File: config.mk
export PLATFORM = sky130hd
export DESIGN_NAME = sprite_line_eval_flat
export DESIGN_NICKNAME = d
export VERILOG_FILES = /design/src/rtl/sprite_line_eval_pkg.sv /design/src/rtl/sprite_line_eval_if.sv /design/src/rtl/sprite_line_eval_y_hit.sv /design/src/rtl/sprite_line_eval.sv /design/src/flat_wrapper.sv
export SDC_FILE = /design/constraint.sdc
export NUM_CORES = 1
export LEC_CHECK = 0
export BUFFER_PORTS_ARGS = -buffer_cell sky130_fd_sc_hd__clkbuf_2
export CAP_MARGIN = 20
export CORE_MARGIN = 2
export CORE_UTILIZATION = 50
export DETAILED_ROUTE_END_ITERATION = 8
export PLACE_DENSITY = 0.76
export SETUP_SLACK_MARGIN = 0.5
export SLEW_MARGIN = 25
export SYNTH_ARGS = -nofsm -noshare
export SYNTH_HDL_FRONTEND = slang
export SYNTH_HIERARCHICAL = 1
export SYNTH_SLANG_ARGS = --single-unit
File: constraint.sdc
create_clock -name clk -period 4.45 [get_ports clk]
set_input_delay 0.89 -clock clk [delete_from_list [all_inputs] [get_ports clk]]
set_output_delay 0.89 -clock clk [all_outputs]
set_load 0.02 [all_outputs]
File: src/rtl/sprite_line_eval_pkg.sv
// Shared constants and field layout for the per-line sprite evaluator.
// Sprite entry is {posX, posY, tileIndex, attr}, one byte each.
package sprite_line_eval_pkg;

    localparam int SPRITE_NUM      = 64;
    localparam int SPRITE_NUM_MAX  = 64;
    localparam int LINE_SPRITE_MAX = 8;
    localparam int TILE_H          = 8;
    localparam int BYTE            = 8;
    localparam int Y_W             = BYTE;

    localparam int OAM_AW = $clog2(SPRITE_NUM_MAX);
    localparam int SLOT_W = $clog2(LINE_SPRITE_MAX);
    localparam int CNT_W  = SLOT_W + 1;

    localparam int POSX_LSB = 24;
    localparam int POSY_LSB = 16;
    localparam int TILE_LSB = 8;
    localparam int ATTR_LSB = 0;

    localparam logic [31:0] EMPTY_SLOT = 32'hFFFF_FFFF;

    function automatic logic [Y_W-1:0] pos_y(input logic [31:0] e);
        return e[POSY_LSB +: Y_W];
    endfunction

endpackage

File: src/rtl/sprite_line_eval_if.sv
// Line-control, OAM read and view RAM write signals of the evaluator.
interface sprite_line_eval_if;
    import sprite_line_eval_pkg::*;

    logic                       lineStart;
    logic [Y_W-1:0]             nextLineY;
    logic                       oamRdEn;
    logic [OAM_AW-1:0]          oamAddr;
    logic [31:0]                oamData;
    logic                       viewWrEn;
    logic                       viewWrBank;
    logic [SLOT_W-1:0]          viewWrAddr;
    logic [31:0]                viewWrData;
    logic                       dispBank;
    logic [LINE_SPRITE_MAX-1:0] dispSlotValid;
    logic                       evalBusy;
    logic                       overflow;
    logic                       overrun;

    modport slave (
        input  lineStart, nextLineY, oamData,
        output oamRdEn, oamAddr, viewWrEn, viewWrBank, viewWrAddr,
        output viewWrData, dispBank, dispSlotValid, evalBusy,
        output overflow, overrun
    );

    modport master (
        output lineStart, nextLineY, oamData,
        input  oamRdEn, oamAddr, viewWrEn, viewWrBank, viewWrAddr,
        input  viewWrData, dispBank, dispSlotValid, evalBusy,
        input  overflow, overrun
    );

endinterface

File: src/rtl/sprite_line_eval_y_hit.sv
// Vertical coverage test of an 8-row sprite; 9-bit so posY near 255 never wraps.
module sprite_y_hit #(
    parameter int YW = 8,
    parameter int H  = 8
) (
    input  logic [YW-1:0] i_line_y,
    input  logic [YW-1:0] i_pos_y,
    output logic          o_hit
);

    logic [YW:0] w_top;

    assign w_top = {1'b0, i_pos_y} + (YW+1)'(H);
    assign o_hit = (i_line_y >= i_pos_y) && ({1'b0, i_line_y} < w_top);

endmodule

File: src/rtl/sprite_line_eval.sv
// Scans OAM each line and fills the back bank of the sprite view RAM,
// lower OAM index taking the lower slot; unused slots get EMPTY_SLOT.
module sprite_line_eval
    import sprite_line_eval_pkg::*;
(
    input  logic                clk,
    input  logic                rstn,
    sprite_line_eval_if.slave   bus
);

    localparam logic [1:0] S_IDLE = 2'd0;
    localparam logic [1:0] S_SCAN = 2'd1;
    localparam logic [1:0] S_FILL = 2'd2;

    localparam logic [OAM_AW-1:0] LAST_ADDR = OAM_AW'(SPRITE_NUM-1);
    localparam logic [CNT_W-1:0]  CNT_FULL  = CNT_W'(LINE_SPRITE_MAX);
    localparam logic [CNT_W-1:0]  CNT_LAST  = CNT_W'(LINE_SPRITE_MAX-1);

    logic [1:0]                 r_state;
    logic [Y_W-1:0]             r_line_y;
    logic [CNT_W-1:0]           r_cnt;
    logic [LINE_SPRITE_MAX-1:0] r_mask;
    logic                       r_ovf_pend;
    logic                       r_dvld;
    logic [OAM_AW-1:0]          r_daddr;
    logic                       r_rd_en;
    logic [OAM_AW-1:0]          r_rd_addr;
    logic                       r_wr_en;
    logic                       r_wr_bank;
    logic [SLOT_W-1:0]          r_wr_addr;
    logic [31:0]                r_wr_data;
    logic                       r_disp_bank;
    logic [LINE_SPRITE_MAX-1:0] r_disp_valid;
    logic                       r_ovf;
    logic                       r_overrun;

    logic             w_hit;
    logic             w_busy;
    logic             w_last;
    logic             w_full;
    logic [CNT_W-1:0] w_cnt_nx;

    sprite_y_hit #(.YW(Y_W), .H(TILE_H)) u_y_hit (
        .i_line_y (r_line_y),
        .i_pos_y  (pos_y(bus.oamData)),
        .o_hit    (w_hit)
    );

    assign w_busy   = (r_state != S_IDLE);
    assign w_last   = (r_daddr == LAST_ADDR);
    assign w_full   = (r_cnt == CNT_FULL);
    assign w_cnt_nx = r_cnt + CNT_W'(w_hit);

    always_ff @(posedge clk) begin
        if (!rstn) begin
            r_state      <= S_IDLE;
            r_line_y     <= '0;
            r_cnt        <= '0;
            r_mask       <= '0;
            r_ovf_pend   <= 1'b0;
            r_dvld       <= 1'b0;
            r_daddr      <= '0;
            r_rd_en      <= 1'b0;
            r_rd_addr    <= '0;
            r_wr_en      <= 1'b0;
            r_wr_bank    <= 1'b0;
            r_wr_addr    <= '0;
            r_wr_data    <= '0;
            r_disp_bank  <= 1'b0;
            r_disp_valid <= '0;
            r_ovf        <= 1'b0;
            r_overrun    <= 1'b0;
        end else begin
            r_wr_en <= 1'b0;
            r_dvld  <= r_rd_en;
            r_daddr <= r_rd_addr;
            if (bus.lineStart) begin
                r_disp_bank  <= ~r_disp_bank;
                r_disp_valid <= r_mask;
                r_ovf        <= r_ovf_pend;
                r_ovf_pend   <= 1'b0;
                r_mask       <= '0;
                r_line_y     <= bus.nextLineY;
                r_cnt        <= '0;
                r_state      <= S_SCAN;
                r_rd_en      <= 1'b1;
                r_rd_addr    <= '0;
                r_dvld       <= 1'b0;
                if (w_busy)
                    r_overrun <= 1'b1;
            end else begin
                unique case (r_state)
                    S_SCAN: begin
                        if (r_rd_en) begin
                            if (r_rd_addr == LAST_ADDR)
                                r_rd_en <= 1'b0;
                            else
                                r_rd_addr <= r_rd_addr + 1'b1;
                        end
                        if (r_dvld) begin
                            // Ninth hit: flag it and drop the read in flight.
                            if (w_hit && w_full) begin
                                r_ovf_pend <= 1'b1;
                                r_rd_en    <= 1'b0;
                                r_dvld     <= 1'b0;
                                r_state    <= S_IDLE;
                            end else begin
                                if (w_hit) begin
                                    r_wr_en   <= 1'b1;
                                    r_wr_bank <= ~r_disp_bank;
                                    r_wr_addr <= r_cnt[SLOT_W-1:0];
                                    r_wr_data <= bus.oamData;
                                    r_mask[r_cnt[SLOT_W-1:0]] <= 1'b1;
                                    r_cnt     <= w_cnt_nx;
                                end
                                if (w_last)
                                    r_state <= (w_cnt_nx == CNT_FULL) ? S_IDLE : S_FILL;
                            end
                        end
                    end
                    S_FILL: begin
                        r_wr_en   <= 1'b1;
                        r_wr_bank <= ~r_disp_bank;
                        r_wr_addr <= r_cnt[SLOT_W-1:0];
                        r_wr_data <= EMPTY_SLOT;
                        r_cnt     <= r_cnt + 1'b1;
                        if (r_cnt == CNT_LAST)
                            r_state <= S_IDLE;
                    end
                    default: begin
                    end
                endcase
            end
        end
    end

    assign bus.oamRdEn       = r_rd_en;
    assign bus.oamAddr       = r_rd_addr;
    assign bus.viewWrEn      = r_wr_en;
    assign bus.viewWrBank    = r_wr_bank;
    assign bus.viewWrAddr    = r_wr_addr;
    assign bus.viewWrData    = r_wr_data;
    assign bus.dispBank      = r_disp_bank;
    assign bus.dispSlotValid = r_disp_valid;
    assign bus.evalBusy      = w_busy;
    assign bus.overflow      = r_ovf;
    assign bus.overrun       = r_overrun;

endmodule

File: src/flat_wrapper.sv
// flat-port wrapper written by rule: the top's interface ports become plain ports
module sprite_line_eval_flat import sprite_line_eval_pkg::*;
  (clk, rstn, bus_lineStart, bus_nextLineY, bus_oamData, bus_oamRdEn, bus_oamAddr, bus_viewWrEn, bus_viewWrBank, bus_viewWrAddr, bus_viewWrData, bus_dispBank, bus_dispSlotValid, bus_evalBusy, bus_overflow, bus_overrun);
  sprite_line_eval_if bus_i ();
  input  logic clk;
  input  logic rstn;
  input wire logic [$bits(bus_i.lineStart)-1:0] bus_lineStart;
  input wire logic [$bits(bus_i.nextLineY)-1:0] bus_nextLineY;
  input wire logic [$bits(bus_i.oamData)-1:0] bus_oamData;
  output wire logic [$bits(bus_i.oamRdEn)-1:0] bus_oamRdEn;
  output wire logic [$bits(bus_i.oamAddr)-1:0] bus_oamAddr;
  output wire logic [$bits(bus_i.viewWrEn)-1:0] bus_viewWrEn;
  output wire logic [$bits(bus_i.viewWrBank)-1:0] bus_viewWrBank;
  output wire logic [$bits(bus_i.viewWrAddr)-1:0] bus_viewWrAddr;
  output wire logic [$bits(bus_i.viewWrData)-1:0] bus_viewWrData;
  output wire logic [$bits(bus_i.dispBank)-1:0] bus_dispBank;
  output wire logic [$bits(bus_i.dispSlotValid)-1:0] bus_dispSlotValid;
  output wire logic [$bits(bus_i.evalBusy)-1:0] bus_evalBusy;
  output wire logic [$bits(bus_i.overflow)-1:0] bus_overflow;
  output wire logic [$bits(bus_i.overrun)-1:0] bus_overrun;
  assign bus_i.lineStart = bus_lineStart;
  assign bus_i.nextLineY = bus_nextLineY;
  assign bus_i.oamData = bus_oamData;
  assign bus_oamRdEn = bus_i.oamRdEn;
  assign bus_oamAddr = bus_i.oamAddr;
  assign bus_viewWrEn = bus_i.viewWrEn;
  assign bus_viewWrBank = bus_i.viewWrBank;
  assign bus_viewWrAddr = bus_i.viewWrAddr;
  assign bus_viewWrData = bus_i.viewWrData;
  assign bus_dispBank = bus_i.dispBank;
  assign bus_dispSlotValid = bus_i.dispSlotValid;
  assign bus_evalBusy = bus_i.evalBusy;
  assign bus_overflow = bus_i.overflow;
  assign bus_overrun = bus_i.overrun;
  sprite_line_eval u_core (.clk(clk), .rstn(rstn), .bus(bus_i));
endmodule
## Yosys cells after proc, flatten, opt, wreduce, memory -nomap -nowiden

Cells that the tools add are included.

| storage, ports and cells | value |
|---|---|
| output and inout bits | 56 |
| flip-flop bits (word level) | 85 |
| input port bits | 43 |

| operators by class | value |
|---|---|
| equal/unequal tests | 15 |
| bitwise logic cells | 6 |
| mux-type cells | 38 |
| add/subtract/negate cells | 4 |
| reduce and logical (&&, ||, !) cells | 16 |
| $lt $le $gt $ge | 4 |

Operators by type and width:

| kind | count |
|---|---|
| $mux W32 | 3 |
| $pmux W32 S2 | 1 |
| $mux W1 | 17 |
| $reduce_and A4 Y1 | 4 |
| $eq A6 B6 Y1 const B | 2 |
| $mux W4 | 3 |
| $mux W2 | 5 |
| $add A8 B4 Y9 const B | 1 |
| $lt A8 B9 Y1 | 1 |
| $mux W3 | 3 |
| $eq A4 B4 Y1 const B | 2 |
| $ge A8 B8 Y1 | 1 |
| $or A8 B8 Y8 | 1 |
| $pmux W4 S2 | 1 |
| $add A6 B1 Y6 const B | 1 |
| $ne A2 B1 Y1 const B | 3 |
| $ne A3 B2 Y1 const B | 2 |
| $pmux W3 S2 | 1 |
| $reduce_and A3 Y1 | 2 |
| $reduce_bool A2 Y1 | 3 |
| $not A1 Y1 | 5 |
| $reduce_and A5 Y1 | 1 |
| $add A4 B1 Y4 | 1 |
| $add A4 B1 Y4 const B | 1 |
| other kinds (15) | 18 |

## Depth between registers and ports, before layout

Gate-level depths: netlist (run 1).

| depth | value |
|---|---|
| word-level depth | 11 |
| mapped depth | 14 |

## Hierarchy

Netlist (run 1), hierarchy kept.

Modules (own cells, without submodules):

| module | cells an instance | seq. area each (um2) | area each (um2) | times used |
|---|---|---|---|---|
| sprite_line_eval | 376 | 1701.6 | 3520.9 | 1 |
| sprite_y_hit | 53 | 0.0 | 394.1 | 1 |

## Least setup slack after synthesis (run 1)

Ideal clock, no wire load.

| path | value |
|---|---|
| kind | in2reg |
| from | in bus_oamData[19] |
| to | reg u_core.r_state[1] |
| path slack | 0.971 ns |
| required time | 4.325 ns |
| arrival | 3.355 ns |
| buffers on the path | 0 |
| cell stages on the path | 13 |
| setup time | 0.125 ns |
| cells stage by stage | ha_1 -> xnor2_1 -> ha_1 -> a21o_1 -> a21oi_2 -> nand4b_1 -> a21oi_1 -> ha_1 -> ha_1 -> nand4_1 -> or2_2 -> a211oi_1 -> o21ai_0 |

| on the way | value |
|---|---|
| cells in the longest elaborated chain, start to end | 10 |
| elaborated cells between the ends (all ways) | 14 |
| those cells by class | add/sub: 2; order compare: 2; eq/ne: 2; mux: 5; reduce/logical: 3 |

RTL lines:

| item | line | RTL |
|---|---|---|
| start, declared | flat_wrapper.sv:9 | `input wire logic [$bits(bus_i.oamData)-1:0] bus_oamData;` |
| $add A8 B4 Y9 | sprite_line_eval_y_hit.sv:13 | `assign w_top = {1'b0, i_pos_y} + (YW+1)'(H);` |
| $lt A8 B9 Y1 | sprite_line_eval_y_hit.sv:14 | `assign o_hit = (i_line_y >= i_pos_y) && ({1'b0, i_line_y} < w_top);` |
| $logic_and A1 B1 Y1 (*) | sprite_line_eval_y_hit.sv:14 |  |
| named net u_core.w_hit | sprite_line_eval.sv:37 | `logic w_hit;` |
| $add A4 B1 Y4 | sprite_line_eval.sv:52 | `assign w_cnt_nx = r_cnt + CNT_W'(w_hit);` |
| $eq A4 B4 Y1 | sprite_line_eval.sv:117 | `r_state <= (w_cnt_nx == CNT_FULL) ? S_IDLE : S_FILL;` |
| $mux W2 | sprite_line_eval.sv:117 |  |
| $mux W2 | sprite_line_eval.sv:116 | `if (w_last)` |
| $mux W2 | sprite_line_eval.sv:102 | `if (w_hit && w_full) begin` |
| $mux W2 | sprite_line_eval.sv:100 | `if (r_dvld) begin` |
| $pmux W2 S2 | sprite_line_eval.sv:92 | `unique case (r_state)` |
| end signal, assigned | sprite_line_eval.sv:117 |  |
| end, declared | sprite_line_eval.sv:19 | `logic [1:0] r_state;` |

The timed path passes the listed nets; every way through them passes the cells marked *. The select of a mux whose other input is x is not followed.
A chain may end at the register's enable or synchronous reset.

## Final worst setup path (run 1)

Ends and elaborated chain as after synthesis.

==> metrics.yaml, run 1 <==
routed_wl_um: 8450
postCtsSetupRepairBufs: 0
async_flop_share_pct: 0
min-delay-start: "u_core/bus.oamRdEn"
total_power_mw: 1.55
clk_latency_ns: 0.36
dp_cells: 610
via_per_inst: 5.17
drive_above_1_share_pct: 25.0
final_common_cell: "clkbuf_2"
overflow: 0
fin_crit_sh_pct: 73.8
die-area_sq_um: 8550
dr.pass1.iters: 4
detail_route.wl_per_cell_um: 13.5
route.detailed.drc: 0
fin_skew_ns: 0.0182
final_cell_area_sq_um: 4650
pre_cts_ws_ns: 0.826
gp_congestion: 0.874
die_h_um: 92.5
final_antenna_net_count: 0
num_rows: 32
io_pins: 99
syn_avg_cell_area_sq_um: 9.13
numCtsBuffers: 9
grt_pass1_vias: 3094
num-nets-final: 584
fin_cells: 626
post_cts_resized: 0
syn_nets: 494
core_sq_um: 7650
worstSetupPathType: "input pin to flip-flop"
antenna_cells: 0
grt_pass1_wl_um: 14000
final_cell_mix: "98 x clkbuf_2, 85 x dfxtp_1, 55 x nor2_1, 37 x nor3_1, 33 x nor3b_1"
clock_sinks: 85
clockRootBuffer: "clkbuf_8"
drt-initial-drc-count: 104
groute.usage.overall_pct: 20.2
hold_depth: 2
area_growth_pct: 18.8
io_buffer_count: 98
ys_warn_count: 6
max-slew-margin-rel_pct: 45.6
slew_viol_final: 0
layout_min_cycle_time_ns: 3.29
yosysSeqAreaShare_pct: 43.5
cp.required_ns: 4.69
worstPathArrival_ns: 3.52
startpoint_type: "input pin"
tightest_slew_ns: 0.816
peakVddDrop_mv: 0.188
hp-class: "flip-flop to flip-flop"
synth-edff-count: 0
start_util_pct: 51.2
finalSetupViolations: 0
holdWs_ns: 0.465
leakage_nw: 2.04
outcome: "complete, no violations"
setup_slack_ns: 1.16
startpoint: "bus_oamData[19]"
utilization_pct: 60.8
max_freq_mhz: 304
power.density_nw_per_um2: 334
yosys_most_used_dff: "dfxtp_1"
r2r-start: "u_core/r_line_y[6]"
rsz0062_at_grt: "false"
die_w_um: 92.5
cts_tree: "done"
syn_inst: 429
vias: 3234
postCtsHoldBufs: 0
antenna_found_initial: 0
htreeDepth: 3
rr_worst_depth: 12
synth_cell_type_count: 45
cap_violations: 0
hold_viol_final: 0
netlist_area_sq_um: 3920
grt_max_degree: 66
finalSetupTns_ns: 0
path_clk_slew_ns: 0.08
cts_buffer_depth: 2
critPathCaptureType: "flip-flop"
path_max_fanout: 6
post_dp_cell_area_sq_um: 4450
post-dp-hpwl_um: 5920
ys_ff_latch: 85
-- power by group --
group          switching [mW]  internal, mW  total (mW)  leakage, nW
Combinational           0.118        0.0857       0.204         1.25
Clock                   0.282         0.261       0.544       0.0996
Sequential             0.0169         0.786       0.803        0.691
Total                   0.418          1.13        1.55         2.04
-- final cells by class --
cell class              count  area (sq um)
flip-flops and latches     85          1700
well taps                 102           128
inverters                  19          71.3
clock buffers               9           124
clock inverters             7          73.8
multi-input cells         300          2020
repair buffers            104           536
fillers                   709          3000
-- path summary, 6_finish.rpt --
path         slack (ns)                end
max                1.16  u_core/r_state[1]
max reg2reg        1.76  u_core/r_state[1]
min                0.46      u_core/r_dvld
min reg2reg        0.46      u_core/r_dvld
-- synthesized netlist by cell type, drive strengths merged (2+ instances only) --
master / count / area, sq um
dfxtp: 85 / 1700
nor2: 55 / 206
nor3: 38 / 195
nor3b: 36 / 292
nor2b: 24 / 150
ha: 22 / 275
mux2i: 22 / 220
inv: 19 / 71.3
a21oi: 16 / 83.8
nand2: 16 / 60.1
buf: 13 / 81.3
clkbuf: 12 / 45.0
and2: 11 / 68.8
nand3: 9 / 45.0
o21ai: 8 / 40.0
a31oi: 6 / 67.6
xnor2: 5 / 43.8
a211oi: 4 / 30.0
a21boi: 4 / 30.0
xor2: 4 / 35.0
nand4: 3 / 18.8
and3: 2 / 12.5
nand3b: 2 / 27.5
-- state kept, by name, summed over array words and instances (netlist names), 3 cells and up --
signal                    count
u_core/r_line_y               8
u_core/r_daddr                6
u_core/bus.viewWrAddr         3
u_core/bus.oamAddr            6
u_core/r_cnt                  4
u_core/bus.dispSlotValid      8
u_core/r_mask                 8
u_core/bus.viewWrData        32
-- critical path, stage by stage --
cell      delay, ns
clkbuf_2       0.14
ha_1           0.24
xnor2_1        0.15
ha_1           0.19
a21o_1         0.19
a21oi_2        0.16
nand4b_1       0.10
a21oi_1        0.14
buf_4          0.17
ha_1           0.22
ha_1           0.23
nand4_1        0.10
or2_2          0.29
a211oi_1       0.22
o21ai_0        0.11
-- routing by layer --
layer,vias up,GRT usage (%),wire length (um)
li1,1644,-,-
met1,1517,24.9,3780
met2,67,35.3,4180
met3,6,5.37,410
met4,0,4.48,73
met5,-,0,0
-- cell families after synthesis --
logic type | count (synthesis) | share of synthesized area [%]
flops | 85 | 43.5
mux | 22 | 5.62
compound gates | 44 | 7.89
buf+inv | 44 | 5.05
simple gates | 203 | 28.9
xor+xnor | 9 | 2.01
fa+ha+maj | 22 | 7.03
(Power assumes the default switching activity.)
==> inputs of run 2 (changes only) <==
==> constraint.sdc (replaced) <==
create_clock -name clk -period 3.3 [get_ports clk]
set_input_delay 0.66 -clock clk [delete_from_list [all_inputs] [get_ports clk]]
set_output_delay 0.66 -clock clk [all_outputs]
set_load 0.02 [all_outputs]
==> metrics.yaml, run 2 (same netlist as run 1, synthesis figures left out) <==
antenna_cells: 0  # unchanged
switching_power_uw: 552  # was 418 uW
finalSetupTns_ns: 0  # unchanged
clkPwrFrac_pct: 34.7  # was 35.0%
io_buffer_count: 98  # unchanged
detail_route.wl_per_cell_um: 13.7  # was 13.5 um
slew_viol_final: 0  # unchanged
power.density_nw_per_um2: 433  # was 334 nW/um^2
overflow: 0  # unchanged
numCtsBuffers: 9  # unchanged
worstPathArrival_ns: 3.01  # was 3.52 ns
critPathCaptureType: "flip-flop"  # unchanged
post-dp-hpwl_um: 6030  # was 5920 um
num-nets-final: 598  # was 584
hp-class: "flip-flop to flip-flop"  # unchanged
path_clk_slew_ns: 0.08  # about the same
io_pins: 99  # unchanged
p_int_mw: 1.59  # was 1.13 mW
antenna_found_initial: 0  # unchanged
routed_wl_um: 8770  # was 8450 um
cp.required_ns: 3.54  # was 4.69 ns
combPwrFrac_pct: 14.6  # was 13.2%
final_antenna_net_count: 0  # unchanged
fin_cells: 639  # was 626
drive_above_1_share_pct: 29.2  # was 25.0%
core_sq_um: 7650  # unchanged
leakage_nw: 2.14  # was 2.04 nW
worstSetupPathType: "input pin to flip-flop"  # unchanged
dr.pass1.iters: 5  # was 4
largest_reg_flops: 32  # unchanged
setup_slack_ns: 0.529  # was 1.16 ns
tightest_slew_ns: 0.718  # was 0.816 ns
final_common_cell: "clkbuf_2"  # unchanged
clockRootBuffer: "clkbuf_8"  # unchanged
max_freq_mhz: 361
path_max_fanout: 4  # was 6
startpoint_type: "input pin"  # unchanged
die-area_sq_um: 8550  # unchanged
outcome: "complete, no violations"  # unchanged
startpoint: "bus_oamData[19]"  # unchanged
sequentialPowerShare_pct: 50.7  # was 51.8%
htreeDepth: 3  # unchanged
peakVddDrop_mv: 0.252  # was 0.188 mV
final_cell_area_sq_um: 4940  # was 4650 sq um
drt-initial-drc-count: 152  # was 104
grt_pass1_vias: 2998  # was 3,094
dp_cells: 614  # was 610
min-delay-start: "u_core/bus.oamRdEn"  # unchanged
die_h_um: 92.5  # unchanged
cts_buffer_depth: 2  # unchanged
area_growth_pct: 26.2  # was 18.8%
start_util_pct: 51.2  # unchanged
vias: 3360  # was 3,234
cts_tree: "done"  # unchanged
hold_viol_final: 0  # unchanged
via_per_inst: 5.26  # was 5.17
die_w_um: 92.5  # unchanged
fin_crit_sh_pct: 84.0
r2r-start: "u_core/r_line_y[6]"  # unchanged
grt_max_degree: 38  # was 66
clk_latency_ns: 0.34  # was 0.36 ns
num_rows: 32  # unchanged
fin_skew_ns: 0.00816  # was 0.0182 ns
post_dp_cell_area_sq_um: 4560  # was 4450 sq um
cap_violations: 0  # unchanged
grt_pass1_wl_um: 14000  # about the same
switching_share_pct: 25.8  # was 26.9%
pre_cts_ws_ns: 0.0410  # was 0.826 ns
gp_congestion: 0.842  # was 0.874
finalSetupViolations: 0  # unchanged
route.detailed.drc: 0  # unchanged
rsz0062_at_grt: "true"  # was false
clock_sinks: 85  # unchanged
layout_min_cycle_time_ns: 2.77
postCtsHoldBufs: 0  # unchanged
groute.usage.overall_pct: 20.1  # was 20.2%
max-slew-margin-rel_pct: 52.2  # was 45.6%
final_cell_mix: "94 x clkbuf_2, 85 x dfxtp_1, 55 x nor2_1, 36 x nor3_1, 30 x nor3b_1"  # was 98 x clkbuf_2, 85 x dfxtp_1, 55 x nor2_1, 37 x nor3_1, 33 x nor3b_1
run 2: worst max-delay path, stage by stage:
cell      delay, ns
buf_12         0.08
nand3_4        0.08
xnor2_2        0.13
ha_1           0.31
a21o_1         0.17
a21oi_2        0.15
nand4b_1       0.16
a21oi_4        0.28
ha_4           0.19
ha_4           0.15
nand4_1        0.11
or2_4          0.26
a211oi_2       0.19
o21ai_1        0.08
run 2: metrics by stage:
stage	hold slack [ns]	utilization, %	power [mW]
after floorplan	0.437	-	1.30
after global placement	0.453	59.6	1.39
after detailed placement	0.460	59.6	1.40
after CTS	0.474	62.4	2.14
after global routing	0.503	64.6	2.24
final	0.470	64.6	2.14
run 2: cell type report:
| type | count | area (sq um) |
|---|---|---|
| Clock buffer | 12 | 155 |
| Clock inverter | 3 | 45.0 |
| Fill cell | 659 | 2710 |
| Inverter | 19 | 73.8 |
| Multi-Input combinational cell | 300 | 2120 |
| Sequential cell | 85 | 1700 |
| Tap cell | 102 | 128 |
| Timing Repair Buffer | 118 | 717 |
run 2: what timing repair did:
item,4_1_cts,5_1_grt
endpoints found under the setup margin,1,40
resized for setup,2,25
pin swaps,1,9
buffers inserted,1,8
cloned,0,1
run 2: power groups by stage:
stage | logic [mW] | registers, mW | clock network, mW
after floorplan | 0.163 | 1.14 | 0
after global placement | 0.280 | 1.11 | 0
after detailed placement | 0.287 | 1.11 | 0
after CTS | 0.290 | 1.08 | 0.765
after global routing | 0.345 | 1.09 | 0.807
final | 0.313 | 1.08 | 0.743
run 2: layer usage:
layer  GRT usage (%)  wire [um]  vias up
li1                -          -     1677
met1            27.2       3990     1566
met2            31.7       4080      105
met3            5.37        594       12
met4            5.85        101        0
met5               0          0        -
run 2: final timing paths:
| path | endpoint | slack (ns) | depth (start not counted) |
|---|---|---|---|
| hold reg to reg | u_core/r_dvld | 0.47 | 2 |
| hold / removal | u_core/r_dvld | 0.47 | 2 |
| setup / recovery | u_core/r_state[1] | 0.53 | 14 |
| setup reg to reg | u_core/r_state[1] | 0.80 | 11 |
==> inputs of run 3 (changes only) <==
==> constraint.sdc (replaced) <==
create_clock -name clk -period 2.7 [get_ports clk]
set_input_delay 0.54 -clock clk [delete_from_list [all_inputs] [get_ports clk]]
set_output_delay 0.54 -clock clk [all_outputs]
set_load 0.02 [all_outputs]
==> metrics.yaml, run 3 (same netlist as run 1, synthesis figures left out) <==
cp.required_ns: 2.94  # was 3.54 ns
path_max_fanout: 4  # unchanged
path_clk_slew_ns: 0.08  # about the same
largest_reg_flops: 32  # unchanged
peakVddDrop_mv: 0.268  # was 0.252 mV
route.detailed.drc: 0  # unchanged
outcome: "complete, no violations"  # unchanged
path_cells: "clkbuf_16, nand3_4, xnor2_2, ha_1, a21o_1, a21oi_2, nand4b_1, a21oi_4, ha_4, ha_4, nand4_1, or2_4, a211oi_2, o21ai_1"  # was buf_12, nand3_4, xnor2_2, ha_1, a21o_1, a21oi_2, nand4b_1, a21oi_4, ha_4, ha_4, nand4_1, or2_4, a211oi_2, o21ai_1
clock_sinks: 85  # unchanged
fin_skew_ns: 0.00757  # was 0.00816 ns
rr_worst_depth: 14  # was 11
cts_buffer_depth: 2  # unchanged
dp_cells: 628  # was 614
final_cell_mix: "94 x clkbuf_2, 85 x dfxtp_1, 53 x nor2_1, 36 x nor3_1, 28 x buf_4"  # was 94 x clkbuf_2, 85 x dfxtp_1, 55 x nor2_1, 36 x nor3_1, 30 x nor3b_1
slew_viol_final: 0  # unchanged
clockRootBuffer: "clkbuf_8"  # unchanged
max_freq_mhz: 371
detail_route.wl_per_cell_um: 14.0  # was 13.7 um
gp_congestion: 0.835  # was 0.842
max-slew-margin-rel_pct: 65.0  # was 52.2%
endpoint: "u_core/r_state[1]"  # unchanged
critPathSlowestCell: "ha_1"  # unchanged
setup_slack_ns: 0.00541  # was 0.529 ns
hold_viol_final: 0  # unchanged
antenna_cells: 0  # unchanged
fin_cells: 654  # was 639
cpPeakStageDelay_ns: 0.29  # was 0.31 ns
leakage_nw: 2.24  # was 2.14 nW
area_growth_pct: 31.0  # was 26.2%
cap_violations: 0  # unchanged
finalSetupTns_ns: 0  # unchanged
r2r-start: "u_core/r_line_y[0]"  # was u_core/r_line_y[6]
final_common_cell: "clkbuf_2"  # unchanged
total_power_mw: 2.59  # was 2.14 mW
drive_above_1_share_pct: 34.8  # was 29.2%
via_per_inst: 5.17  # was 5.26
utilization_pct: 67.1  # was 64.6%
rr_endpoint: "u_core/r_state[1]"  # unchanged
dr.pass1.iters: 4  # was 5
finalSetupViolations: 0  # unchanged
crit_path_frequent_cell: "ha_4"  # unchanged
io_pins: 99  # unchanged
worstSetupPathType: "input pin to flip-flop"  # unchanged
core_sq_um: 7650  # unchanged
overflow: 0  # unchanged
grt_max_degree: 52  # was 38
routed_wl_um: 9190  # was 8770 um
numCtsBuffers: 9  # unchanged
drt-initial-drc-count: 95  # was 152
post_dp_cell_area_sq_um: 4700  # was 4560 sq um
start_util_pct: 51.2  # unchanged
fin_crit_sh_pct: 99.8
vias: 3381  # was 3,360
die_w_um: 92.5  # unchanged
power.density_nw_per_um2: 504  # was 433 nW/um^2
worstPathArrival_ns: 2.93  # was 3.01 ns
final_cell_area_sq_um: 5130  # was 4940 sq um
hp-class: "input pin to flip-flop"  # was flip-flop to flip-flop
ff2ff_setup_slack_ns: 0.04  # was 0.80 ns
final_antenna_net_count: 0  # unchanged
die-area_sq_um: 8550  # unchanged
num_rows: 32  # unchanged
startpoint_type: "input pin"  # unchanged
num-nets-final: 612  # was 598
die_h_um: 92.5  # unchanged
pre_cts_ws_ns: -0.415  # was 0.0410 ns
groute.usage.overall_pct: 21.9  # was 20.1%
htreeDepth: 3  # unchanged
grt_pass1_wl_um: 15100  # was 14,000 um
critPathCaptureType: "flip-flop"  # unchanged
tightest_slew_ns: 0.525  # was 0.718 ns
antenna_found_initial: 0  # unchanged
clk_latency_ns: 0.35  # was 0.34 ns
io_buffer_count: 98  # unchanged
post-dp-hpwl_um: 6330  # was 6030 um
startpoint: "bus_oamData[19]"  # unchanged
rsz0062_at_grt: "true"  # unchanged
cts_tree: "done"  # unchanged
holdWs_ns: 0.447  # was 0.470 ns
layout_min_cycle_time_ns: 2.69
grt_pass1_vias: 3297  # was 2,998
[run 3: cell count changes in the layout (fill, tap and decap cells not counted), sizes merged]
| cell | change |
|---|---|
| buf | +13 |
| clkinv | +3 |
| clkinvlp | -2 |
| clkbuf | +1 |
[run 3: timing repair]
action                                  4_1_cts  5_1_grt
hold buffers                                  0        0
endpoints found under the setup margin       54       54
setup buffers                                 8        2
pin swaps                                    16       10
resized for setup                            17       19
[run 3: worst min path at each step]
stage	from	to	slack, ns	cells after the start
2_1_floorplan	u_core/r_mask[1]	u_core/r_mask[1]	0.44	2
3_3_place_gp	u_core/bus.viewWrAddr[2]	u_core/bus.viewWrAddr[2]	0.44	2
3_5_place_dp	u_core/bus.viewWrAddr[2]	u_core/bus.viewWrAddr[2]	0.45	2
4_1_cts	bus_nextLineY[6]	u_core/r_line_y[6]	0.44	3
5_1_grt	bus_nextLineY[6]	u_core/r_line_y[6]	0.45	3
6_report	bus_nextLineY[6]	u_core/r_line_y[6]	0.45	3
[run 3: per-layer routing]
layer  track usage (%)  vias to the layer above  part of all wire (%)
met5                 0                        -                     0
met4              6.84                        0                   1.3
met3              5.61                       11                   5.1
met2              39.1                       77                    50
met1              25.6                     1591                    43
li1                  -                     1702                     -
[run 3: cell type report]
cell class | count | area (sq um)
clock buffer | 12 | 135
fill | 645 | 2520
clock inverter | 4 | 48.8
tap | 102 | 128
multi-input combinational | 300 | 2210
sequential | 85 | 1700
inverter | 19 | 71.3
timing repair buffer | 132 | 836
[run 3: power breakdown]
part	leakage [nW]	internal, mW	switching [mW]
clock network	0.0943	0.428	0.435
logic	1.45	0.181	0.219
registers	0.691	1.30	0.0281
total	2.24	1.90	0.682
[run 3: critical path, delay by kind of cell]
kind	cells	cell delay [ns]
AO/OA/AOI/OAI	5	0.93
adder cells (fa/ha/maj)	3	0.64
AND/OR/NAND/NOR	4	0.56
XOR/XNOR	1	0.14
buffers and inverters	1	0.12
